--- config.mk ---
export PLATFORM = sky130hd
export DESIGN_NAME = alu_issue_controller
export DESIGN_NICKNAME = d
export VERILOG_FILES = /design/src/rtl/cpu_pkg.sv /design/src/rtl/reg_file_4x8.sv /design/src/rtl/alu_issue_controller.sv
export SDC_FILE = /design/constraint.sdc
export NUM_CORES = 1
export LEC_CHECK = 0
export ABC_AREA = 1
export CORE_MARGIN = 3
export CORE_UTILIZATION = 40
export DETAILED_ROUTE_END_ITERATION = 12
export HOLD_SLACK_MARGIN = 0.03
export PLACE_DENSITY = 0.67
export SYNTH_ARGS = -nofsm -noshare
export SYNTH_HDL_FRONTEND = slang
export SYNTH_SLANG_ARGS = --single-unit
--- constraint.sdc ---
create_clock -name clk -period 1.3 [get_ports clk]
set_input_delay 0.13 -clock clk [delete_from_list [all_inputs] [get_ports clk]]
set_output_delay 0.13 -clock clk [all_outputs]
set_load 0.01 [all_outputs]
--- src/rtl/cpu_pkg.sv ---
// rtl/cpu_pkg.sv - shared types and constants for the 8-bit CPU issue stage
//
// Purpose: FSM state encoding, opcode/register widths, the HALT opcode,
// the reset PC and instruction field extraction helpers.
// Ports: none (package).
package cpu_pkg;

  localparam int          NUM_REGS     = 4;
  localparam int          REG_IDX_W    = 2;
  localparam int          OPC_W        = 5;
  localparam logic [4:0]  HALT_OPCODE  = 5'b11111;
  localparam logic [7:0]  PC_RESET_VAL = 8'h00;

  // byte0 = {opcode[4:0], rd[1:0], imm}; byte1 = imm ? immediate : {rs[1:0], 6'bx}
  localparam int OPC_MSB = 7;
  localparam int OPC_LSB = 3;
  localparam int RD_MSB  = 2;
  localparam int RD_LSB  = 1;
  localparam int IMM_BIT = 0;
  localparam int RS_MSB  = 7;
  localparam int RS_LSB  = 6;

  typedef enum logic [2:0] {
    S_IDLE = 3'd0,
    S_F0   = 3'd1,
    S_F1   = 3'd2,
    S_EX   = 3'd3,
    S_WB   = 3'd4,
    S_HALT = 3'd5
  } state_e;

  function automatic logic [OPC_W-1:0] opcode_of(input logic [7:0] b0);
    return b0[OPC_MSB:OPC_LSB];
  endfunction

  function automatic logic [REG_IDX_W-1:0] rd_of(input logic [7:0] b0);
    return b0[RD_MSB:RD_LSB];
  endfunction

  function automatic logic imm_of(input logic [7:0] b0);
    return b0[IMM_BIT];
  endfunction

  function automatic logic [REG_IDX_W-1:0] rs_of(input logic [7:0] b1);
    return b1[RS_MSB:RS_LSB];
  endfunction

endpackage

--- src/rtl/reg_file_4x8.sv ---
// rtl/reg_file_4x8.sv - 4x8 general register file, 2 async read ports, 1 sync write port
//
// Purpose: operand storage for the issue controller.
// Ports:
//   clk, rst_n        clock, asynchronous active-low clear of all registers
//   raddr_a/rdata_a   combinational read port A
//   raddr_b/rdata_b   combinational read port B
//   we/waddr/wdata    synchronous write port
module reg_file_4x8
  import cpu_pkg::*;
#(
  parameter int NREGS = NUM_REGS
) (
  input  logic                 clk,
  input  logic                 rst_n,
  input  logic [REG_IDX_W-1:0] raddr_a,
  output logic [7:0]           rdata_a,
  input  logic [REG_IDX_W-1:0] raddr_b,
  output logic [7:0]           rdata_b,
  input  logic                 we,
  input  logic [REG_IDX_W-1:0] waddr,
  input  logic [7:0]           wdata
);

  logic [7:0] regs_q [NREGS];
  logic [7:0] regs_d [NREGS];

  // Reads see the stored value, so a same-cycle write is not forwarded.
  assign rdata_a = regs_q[raddr_a];
  assign rdata_b = regs_q[raddr_b];

  always_comb begin
    regs_d = regs_q;
    if (we) begin
      regs_d[waddr] = wdata;
    end
  end

  always_ff @(posedge clk or negedge rst_n) begin
    if (!rst_n) begin
      for (int i = 0; i < NREGS; i++) begin
        regs_q[i] <= 8'h00;
      end
    end else begin
      regs_q <= regs_d;
    end
  end

endmodule

--- src/rtl/alu_issue_controller.sv ---
// rtl/alu_issue_controller.sv - fetch/issue/writeback sequencer in front of the 8-bit ALU
//
// Purpose: fetches 2-byte instructions over a req/ack memory port, issues
// them to a free-running ALU for one cycle and writes the result and flags back.
// Ports:
//   clk, rst_n, start                 clock, async active-low reset, run pulse
//   mem_req/mem_addr/mem_ack/mem_rdata program memory handshake
//   alu_select/alu_a/alu_b/alu_op_enable ALU drive (registered)
//   alu_out/alu_flag_zero/alu_flag_carry ALU result, valid the cycle after enable
//   pc, flag_z, flag_c, halted, busy   status
module alu_issue_controller
  import cpu_pkg::*;
#(
  parameter int         NREGS    = NUM_REGS,
  parameter logic [4:0] HALT_OP  = HALT_OPCODE,
  parameter logic [7:0] PC_RESET = PC_RESET_VAL
) (
  input  logic       clk,
  input  logic       rst_n,
  input  logic       start,
  output logic       mem_req,
  output logic [7:0] mem_addr,
  input  logic       mem_ack,
  input  logic [7:0] mem_rdata,
  output logic [4:0] alu_select,
  output logic [7:0] alu_a,
  output logic [7:0] alu_b,
  output logic       alu_op_enable,
  input  logic [7:0] alu_out,
  input  logic       alu_flag_zero,
  input  logic       alu_flag_carry,
  output logic [7:0] pc,
  output logic       flag_z,
  output logic       flag_c,
  output logic       halted,
  output logic       busy
);

  state_e     state_q, state_d;
  logic [7:0] pc_q, pc_d;
  logic [7:0] byte0_q, byte0_d;
  logic       flag_z_q, flag_z_d;
  logic       flag_c_q, flag_c_d;
  logic       mem_req_q, mem_req_d;
  logic       alu_op_enable_q, alu_op_enable_d;
  logic [4:0] alu_select_q, alu_select_d;
  logic [7:0] alu_a_q, alu_a_d;
  logic [7:0] alu_b_q, alu_b_d;

  logic [7:0] rf_rdata_a;
  logic [7:0] rf_rdata_b;
  logic       rf_we;

  // Port A reads rd from the latched byte0; port B reads rs straight off the
  // arriving byte1 so operands can be registered on the F1 ack edge.
  reg_file_4x8 #(
    .NREGS (NREGS)
  ) u_reg_file (
    .clk     (clk),
    .rst_n   (rst_n),
    .raddr_a (rd_of(byte0_q)),
    .rdata_a (rf_rdata_a),
    .raddr_b (rs_of(mem_rdata)),
    .rdata_b (rf_rdata_b),
    .we      (rf_we),
    .waddr   (rd_of(byte0_q)),
    .wdata   (alu_out)
  );

  assign rf_we = (state_q == S_WB);

  always_comb begin
    state_d         = state_q;
    pc_d            = pc_q;
    byte0_d         = byte0_q;
    flag_z_d        = flag_z_q;
    flag_c_d        = flag_c_q;
    alu_op_enable_d = 1'b0;
    alu_select_d    = alu_select_q;
    alu_a_d         = alu_a_q;
    alu_b_d         = alu_b_q;

    case (state_q)
      S_IDLE: begin
        if (start) state_d = S_F0;
      end
      S_F0: begin
        if (mem_ack) begin
          byte0_d = mem_rdata;
          pc_d    = pc_q + 8'd1;
          state_d = (opcode_of(mem_rdata) == HALT_OP) ? S_HALT : S_F1;
        end
      end
      S_F1: begin
        if (mem_ack) begin
          // byte1 is consumed here directly into the operand B register.
          pc_d            = pc_q + 8'd1;
          state_d         = S_EX;
          alu_op_enable_d = 1'b1;
          alu_select_d    = opcode_of(byte0_q);
          alu_a_d         = rf_rdata_a;
          alu_b_d         = imm_of(byte0_q) ? mem_rdata : rf_rdata_b;
        end
      end
      S_EX: begin
        state_d = S_WB;
      end
      S_WB: begin
        flag_z_d = alu_flag_zero;
        flag_c_d = alu_flag_carry;
        state_d  = S_F0;
      end
      S_HALT: begin
        state_d = S_HALT;
      end
      default: begin
        state_d = S_IDLE;
      end
    endcase

    mem_req_d = (state_d == S_F0) || (state_d == S_F1);
  end

  always_ff @(posedge clk or negedge rst_n) begin
    if (!rst_n) begin
      state_q         <= S_IDLE;
      pc_q            <= PC_RESET;
      byte0_q         <= 8'h00;
      flag_z_q        <= 1'b0;
      flag_c_q        <= 1'b0;
      mem_req_q       <= 1'b0;
      alu_op_enable_q <= 1'b0;
      alu_select_q    <= 5'd0;
      alu_a_q         <= 8'h00;
      alu_b_q         <= 8'h00;
    end else begin
      state_q         <= state_d;
      pc_q            <= pc_d;
      byte0_q         <= byte0_d;
      flag_z_q        <= flag_z_d;
      flag_c_q        <= flag_c_d;
      mem_req_q       <= mem_req_d;
      alu_op_enable_q <= alu_op_enable_d;
      alu_select_q    <= alu_select_d;
      alu_a_q         <= alu_a_d;
      alu_b_q         <= alu_b_d;
    end
  end

  assign mem_req       = mem_req_q;
  assign mem_addr      = pc_q;
  assign pc            = pc_q;
  assign alu_op_enable = alu_op_enable_q;
  assign alu_select    = alu_select_q;
  assign alu_a         = alu_a_q;
  assign alu_b         = alu_b_q;
  assign flag_z        = flag_z_q;
  assign flag_c        = flag_c_q;
  assign halted        = (state_q == S_HALT);
  assign busy          = (state_q != S_IDLE) && (state_q != S_HALT);

endmodule

# Word-level counts from Yosys, hierarchy flattened
# Index checks and enable logic that the tools add are counted.
# op_classes
n_addsub	1
multipliers	0
div_mod_pow	0
order_cmp	3
n_eq_ne	9
shift	0
muxes	17
bitwise	2
n_reduce_logical	9
# ops
operator	count
2-to-1 mux 8 bit	6
binary-select mux 8 bit (select 2 bit)	2
bitwise mux 32 bit	1
case mux 3 bit (6 select lines)	1
demux 8 bit (select 2 bit)	1
2-to-1 mux 3 bit	4
== test 3 x 2 -> 1 bit (second input constant)	3
adder 8 x 1 -> 8 bit (second input constant)	1
== test 3 x 1 -> 1 bit (second input constant)	2
== test 3 bit (second input constant)	2
>= comparator 3 bit (second input constant)	2
inverter 2 -> 3 bit	2
AND reduction 2 bit	3
== test 5 bit (second input constant)	1
zero test 3 bit	1
< comparator 3 x 1 -> 1 bit (second input constant)	1
inequality test 3 bit (second input constant)	1
nonzero test 3 bit	1
logical AND 1 bit	2
2-to-1 mux 1 bit	2
OR reduction 2 bit	1
logical OR 1 bit	1
# totals
regBits	76
latchBits	0
ram_bits	0
mem_bits_ro	0
in_bits	22
out_inout_bits	43
elab_cells	55
memories	0

# Longest topological paths before layout
# depth
word_depth	6
mapped_depth	9

# By module
# Synthesis repeated with hierarchy kept, for this count alone.
# unflattened
cells_unflattened	540
area_unflattened_um2	4088.9
# by_module_without_submodules
mod	n_inst	cells_per_inst	area_per_inst_um2	seq_area_each_um2
reg_file_4x8	1	297	2054.5	800.8
alu_issue_controller	1	243	2034.5	1101.1

# Least setup slack after synthesis
# No wires, ideal clock.
# synth_timing
path_type	register -> register
start	register state_q[1]
end	register u_reg_file.regs_q[21] (netlist bit)
setup_ns	0.119
arrival_ns	1.141
required_time_ns	1.181
setup_slack_ns	0.040
path_stages_with_launch	8
n_path_buf	1
path_cell_list	dfrtp_1 -> nor2_2 -> nand2_2 -> inv_4 -> nand2_4 -> buf_6 -> nand2_1 -> o21ai_2
# synth_between
elab_chain_len	1
# synth_rtl
item	line_no	source
from (decl)	alu_issue_controller.sv:39	state_e state_q, state_d;
from (signal assigned)	alu_issue_controller.sv:137	state_q <= state_d;
== test 3 bit	alu_issue_controller.sv:70	assign rf_we = (state_q == S_WB);
to (signal assigned)	reg_file_4x8.sv:45	regs_q <= regs_d;
to (decl)	reg_file_4x8.sv:25	logic [7:0] regs_q [NREGS];
# Every way passes these cells.
# A chain may end at the register's enable or synchronous reset.

# Worst setup path in the final report
# layout_timing
start	register state_q[0]
end	register alu_b_q[2] (netlist: alu_b[2])
# layout_between
elab_chain_len	2
# layout_rtl
item	line_no	source
== test 3 x 2 -> 1 bit	alu_issue_controller.sv:83	case (state_q)
AND reduction 2 bit (no line)	n/a	
to (signal assigned)	alu_issue_controller.sv:146	alu_b_q <= alu_b_d;
to (decl)	alu_issue_controller.sv:48	logic [7:0] alu_b_q, alu_b_d;
# Every way passes these cells.

==> impl_summary.log <==
INFO  metric die_w = 102.3 um
INFO  metric detail-route-antenna-nets = 0
INFO  metric share_of_the_synthesized_area_in_the_top_cell_type = 0.5130
INFO  metric final.setup_skew = 10.83 ps
INFO  metric ctsLongestPathBuffers = 2
INFO  metric layout_setup_ws = -102.6 ps
INFO  metric worstSetupPathType = reg2reg
INFO  metric clock_latency = between 300 and 400 ps
INFO  metric synth.top_cells.by_area = sky130_fd_sc_hd__dfrtp_1 51%, sky130_fd_sc_hd__nand2_1 19%, sky130_fd_sc_hd__nand3_1 3.8%
INFO  metric final_area = 0.005333 mm2
INFO  metric insertedDiodeCount = 0
INFO  metric cp_data_arrival_time = 1680 ps
INFO  metric synthTopCellsByCount = 189 x sky130_fd_sc_hd__nand2_1, 76 x sky130_fd_sc_hd__dfrtp_1, 28 x sky130_fd_sc_hd__nand3_1, 26 x sky130_fd_sc_hd__o21ai_1, 23 x sky130_fd_sc_hd__inv_1
INFO  metric netlist.top_cell.by_area = sky130_fd_sc_hd__dfrtp_1
INFO  metric reg2reg_from = state_q[0]
INFO  metric drtPass1Iterations = 5
INFO  metric synthesized_netlist_net_count = 477
INFO  metric clock_tree.root_cell = sky130_fd_sc_hd__clkbuf_8
INFO  metric pwr-share-comb = 0.471
INFO  metric synth_async_sr_flop_share = 1.000
INFO  metric crit_path_start = state_q[0]
INFO  metric crit_fanout = 8
INFO  metric finalWorstPathRequiredPeriod = 1403 ps
INFO  metric unrepaired_setup_endpoints_after_global_routing = true
INFO  metric post_synth.cell_area_avg = 8.166 um2
INFO  metric detailed_place.area = 0.004619 mm2
INFO  metric clock_tree.htree_level_count = 3
INFO  metric fp.dieArea = ~0.010 mm2
INFO  metric cp-start-kind = flop
INFO  metric irDropWorstVdd = 0.9387 mV
INFO  metric cp_required = 1580 ps
INFO  metric gp_congestion = 0.7961
INFO  metric grt_start_max_net_pins = 50
INFO  metric power_density = between 2000 and 2500 mW/mm2
INFO  metric violations_in_the_final_reports = setup timing
INFO  metric yosys.cell_count.top_type = sky130_fd_sc_hd__nand2_1
INFO  metric final_layout_size_suffix_gt1_frac = 0.2647
INFO  metric ff_latch_area = 0.001904 mm2
INFO  metric fmax = around 710 MHz
INFO  metric drc = 0
INFO  metric p_leak = 2.716 nW
INFO  metric clockPowerShare = 0.179
INFO  metric final-setup-viol-count = 40
INFO  metric cts_num_sinks = 76
INFO  metric dp.final_hpwl = around 6600 um
INFO  metric placeableCoreArea = 0.008848 mm2
INFO  metric synth_cell_types = 30
INFO  metric drt_wl_total = between 10000 and 15000 um
INFO  metric yosys_register_bits = 76
INFO  metric finalPower = between 0.01 and 0.015 W
INFO  metric grt_pass1_vias = 3261
INFO  metric groute.usage.overall = 0.1919
INFO  metric n_fill_cell = 761
INFO  metric num_vias = ~3500
INFO  metric final_nets = 581
INFO  metric power_report.internal_total = approximately 0.0075 W
INFO  metric floorplan.initialDensity = 0.4190
INFO  metric grt_antenna_before_repair = 0
INFO  metric timing_max_transition_violations_final = 0
INFO  metric tritoncts = yes
INFO  metric synth_cells = 454
INFO  metric timing.slew.headroom = 0.7745
INFO  metric worst_pin_slew = 337.9 ps
INFO  metric post_synth_instance_area = 0.003707 mm2
INFO  metric critical_path_sink_type = flop
INFO  metric numPortBuffers = 64
INFO  metric via_per_inst = approximately 5.2
INFO  metric chipHeight = 102.3 um
INFO  metric max_cap_viol_count = 0
INFO  metric core.rowCount = 34
INFO  metric number_of_drc_violations_after_detailed_routing_iteration_0 = around 200
INFO  metric min-delay-path-class = in2async
INFO  metric net-switching-power = 0.005120 W
INFO  metric preCtsSetupSlack = -164.5 ps
INFO  metric drt-wirelength-per-cell = about 15 um
INFO  metric synth_seq_area_share = 0.5130
INFO  metric yosys_most_used_dff = sky130_fd_sc_hd__dfrtp_1
INFO  metric ratio_of_final_minimum_period_to_clock_period = 1.079
INFO  metric p_seq_frac = 0.350
INFO  metric run_status = finished, violations left
INFO  metric yosys_warnings = 0
INFO  metric synthToLayoutAreaGrowth = 43.84%
INFO  metric count_of_flip_flops_with_a_built_in_enable_after_synthesis = 0
INFO  metric gr-total-overflow = 0
INFO  metric grt_pass1_wl = about 16000 um
INFO  metric timing_hold_violations_final = 0
INFO  metric number_of_buffers_created_by_cts = 9
INFO  metric switching_share = 0.4064
INFO  metric io_pins = 65
INFO  metric multi_input_area = between 0.0015 and 0.002 mm2
INFO  metric cts.clk_slew.worst_paths = 80 ps
through the flow:
step	util	instances	hold slack, ps	setup TNS, ps
after floorplan	-	454	-165.6	0
after global placement	0.5221	637	98.35	-2370
after detailed placement	0.5221	637	97.96	-2809
after CTS	0.5614	664	265.2	-225.0
after global routing	0.6027	671	296.1	-4417
final	0.6027	671	267.3	-1116
path summary, 6_finish.rpt:
check | slack (ps) | cells after the start | to
setup / recovery | -100 | 8 | alu_b[2]
setup reg to reg | -100 | 8 | alu_b[2]
min in group clk | 310 | 3 | flag_c
hold reg to reg | 480 | 2 | alu_a[6]
max in group asynchronous | 740 | 3 | u_reg_file.regs_q[21]
hold / removal | 270 | 3 | mem_req
state kept, by name, indices dropped and copies added (netlist names):
register	cells
flag_z	1
alu_b	8
state_q	3
flag_c	1
alu_op_enable	1
mem_req	1
alu_select	5
u_reg_file.regs_q	32
alu_a	8
byte0_q	8
mem_addr	8
area by class of cell:
class / instances / area share
clock buffer: 12 / 0.02909
clock inverter: 4 / 0.01783
inverter: 33 / 0.02839
multi-input combinational: 324 / 0.3383
sequential: 76 / 0.3571
tap: 108 / 0.02534
timing repair buffer: 114 / 0.2039
power groups by stage:
stage,Combinational (W),Sequential (W),Clock [W]
CTS,0.00514,0.00429,0.00226
global placement,0.00498,0.00437,0
floorplan,0.00276,0.00443,0
global route,0.00654,0.00452,0.00239
finish,0.00593,0.00441,0.00226
detailed placement,0.00510,0.00439,0
repair_timing:
| item | CTS | global route |
|---|---|---|
| gates resized for setup | 67 | 81 |
| gates cloned | 0 | 4 |
| setup endpoints to repair | 64 | 74 |
| hold endpoints to repair | 76 | 0 |
| pin swaps | 1 | 20 |
| buffers inserted | 10 | 4 |
| hold buffers | 1 | 0 |
cell usage in the layout (no fill, tap or decap), types with 3 or more instances in the layout:
master                            instances
sky130_fd_sc_hd__inv_1                   21
sky130_fd_sc_hd__buf_2                    3
sky130_fd_sc_hd__inv_2                    6
sky130_fd_sc_hd__nand3_1                 26
sky130_fd_sc_hd__nand2_8                  5
sky130_fd_sc_hd__nor2_4                   8
sky130_fd_sc_hd__clkbuf_8                11
sky130_fd_sc_hd__nand2_2                 20
sky130_fd_sc_hd__a21oi_1                  7
sky130_fd_sc_hd__o21ai_2                  9
sky130_fd_sc_hd__nand2_1                165
sky130_fd_sc_hd__o21ai_1                 27
sky130_fd_sc_hd__inv_4                    3
sky130_fd_sc_hd__buf_12                   4
sky130_fd_sc_hd__nand4_1                 11
sky130_fd_sc_hd__o21ai_0                  7
sky130_fd_sc_hd__dfrtp_1                 74
sky130_fd_sc_hd__a21oi_2                  6
sky130_fd_sc_hd__nor2_2                   3
sky130_fd_sc_hd__nand2_4                  7
sky130_fd_sc_hd__bufinv_16                3
sky130_fd_sc_hd__nor2_1                   5
sky130_fd_sc_hd__xor2_1                   4
sky130_fd_sc_hd__buf_4                   32
sky130_fd_sc_hd__clkdlybuf4s50_1         20
sky130_fd_sc_hd__buf_6                    9
sky130_fd_sc_hd__dlygate4sd2_1           40
cells by family (layout without fill, tap and decap cells):
family | after synthesis | after routing | share of synthesized area
XOR/XNOR | 5 | 5 | 0.01181
buffers and inverters | 55 | 163 | 0.07695
AO/OA/AOI/OAI | 57 | 57 | 0.08572
adder cells (fa/ha/maj) | 1 | 1 | 0.003374
flip-flops | 76 | 76 | 0.5130
AND/OR/NAND/NOR | 260 | 261 | 0.3091
routing by layer:
layer  routed length (um)  global-route usage
met1                 4216              0.2632
met2                 5063              0.3068
met3                  629             0.02867
met4                  170             0.07568
met5                    0                   0
critical path: stages (launching register included):
cell,delay (ps)
sky130_fd_sc_hd__dfrtp_1,420
sky130_fd_sc_hd__buf_6,140
sky130_fd_sc_hd__inv_4,60
sky130_fd_sc_hd__nand4_4,140
sky130_fd_sc_hd__buf_8,200
sky130_fd_sc_hd__inv_8,70
sky130_fd_sc_hd__buf_12,140
sky130_fd_sc_hd__nor2_4,50
sky130_fd_sc_hd__a21oi_2,110
Note: power is estimated with default switching activity, not from simulation.
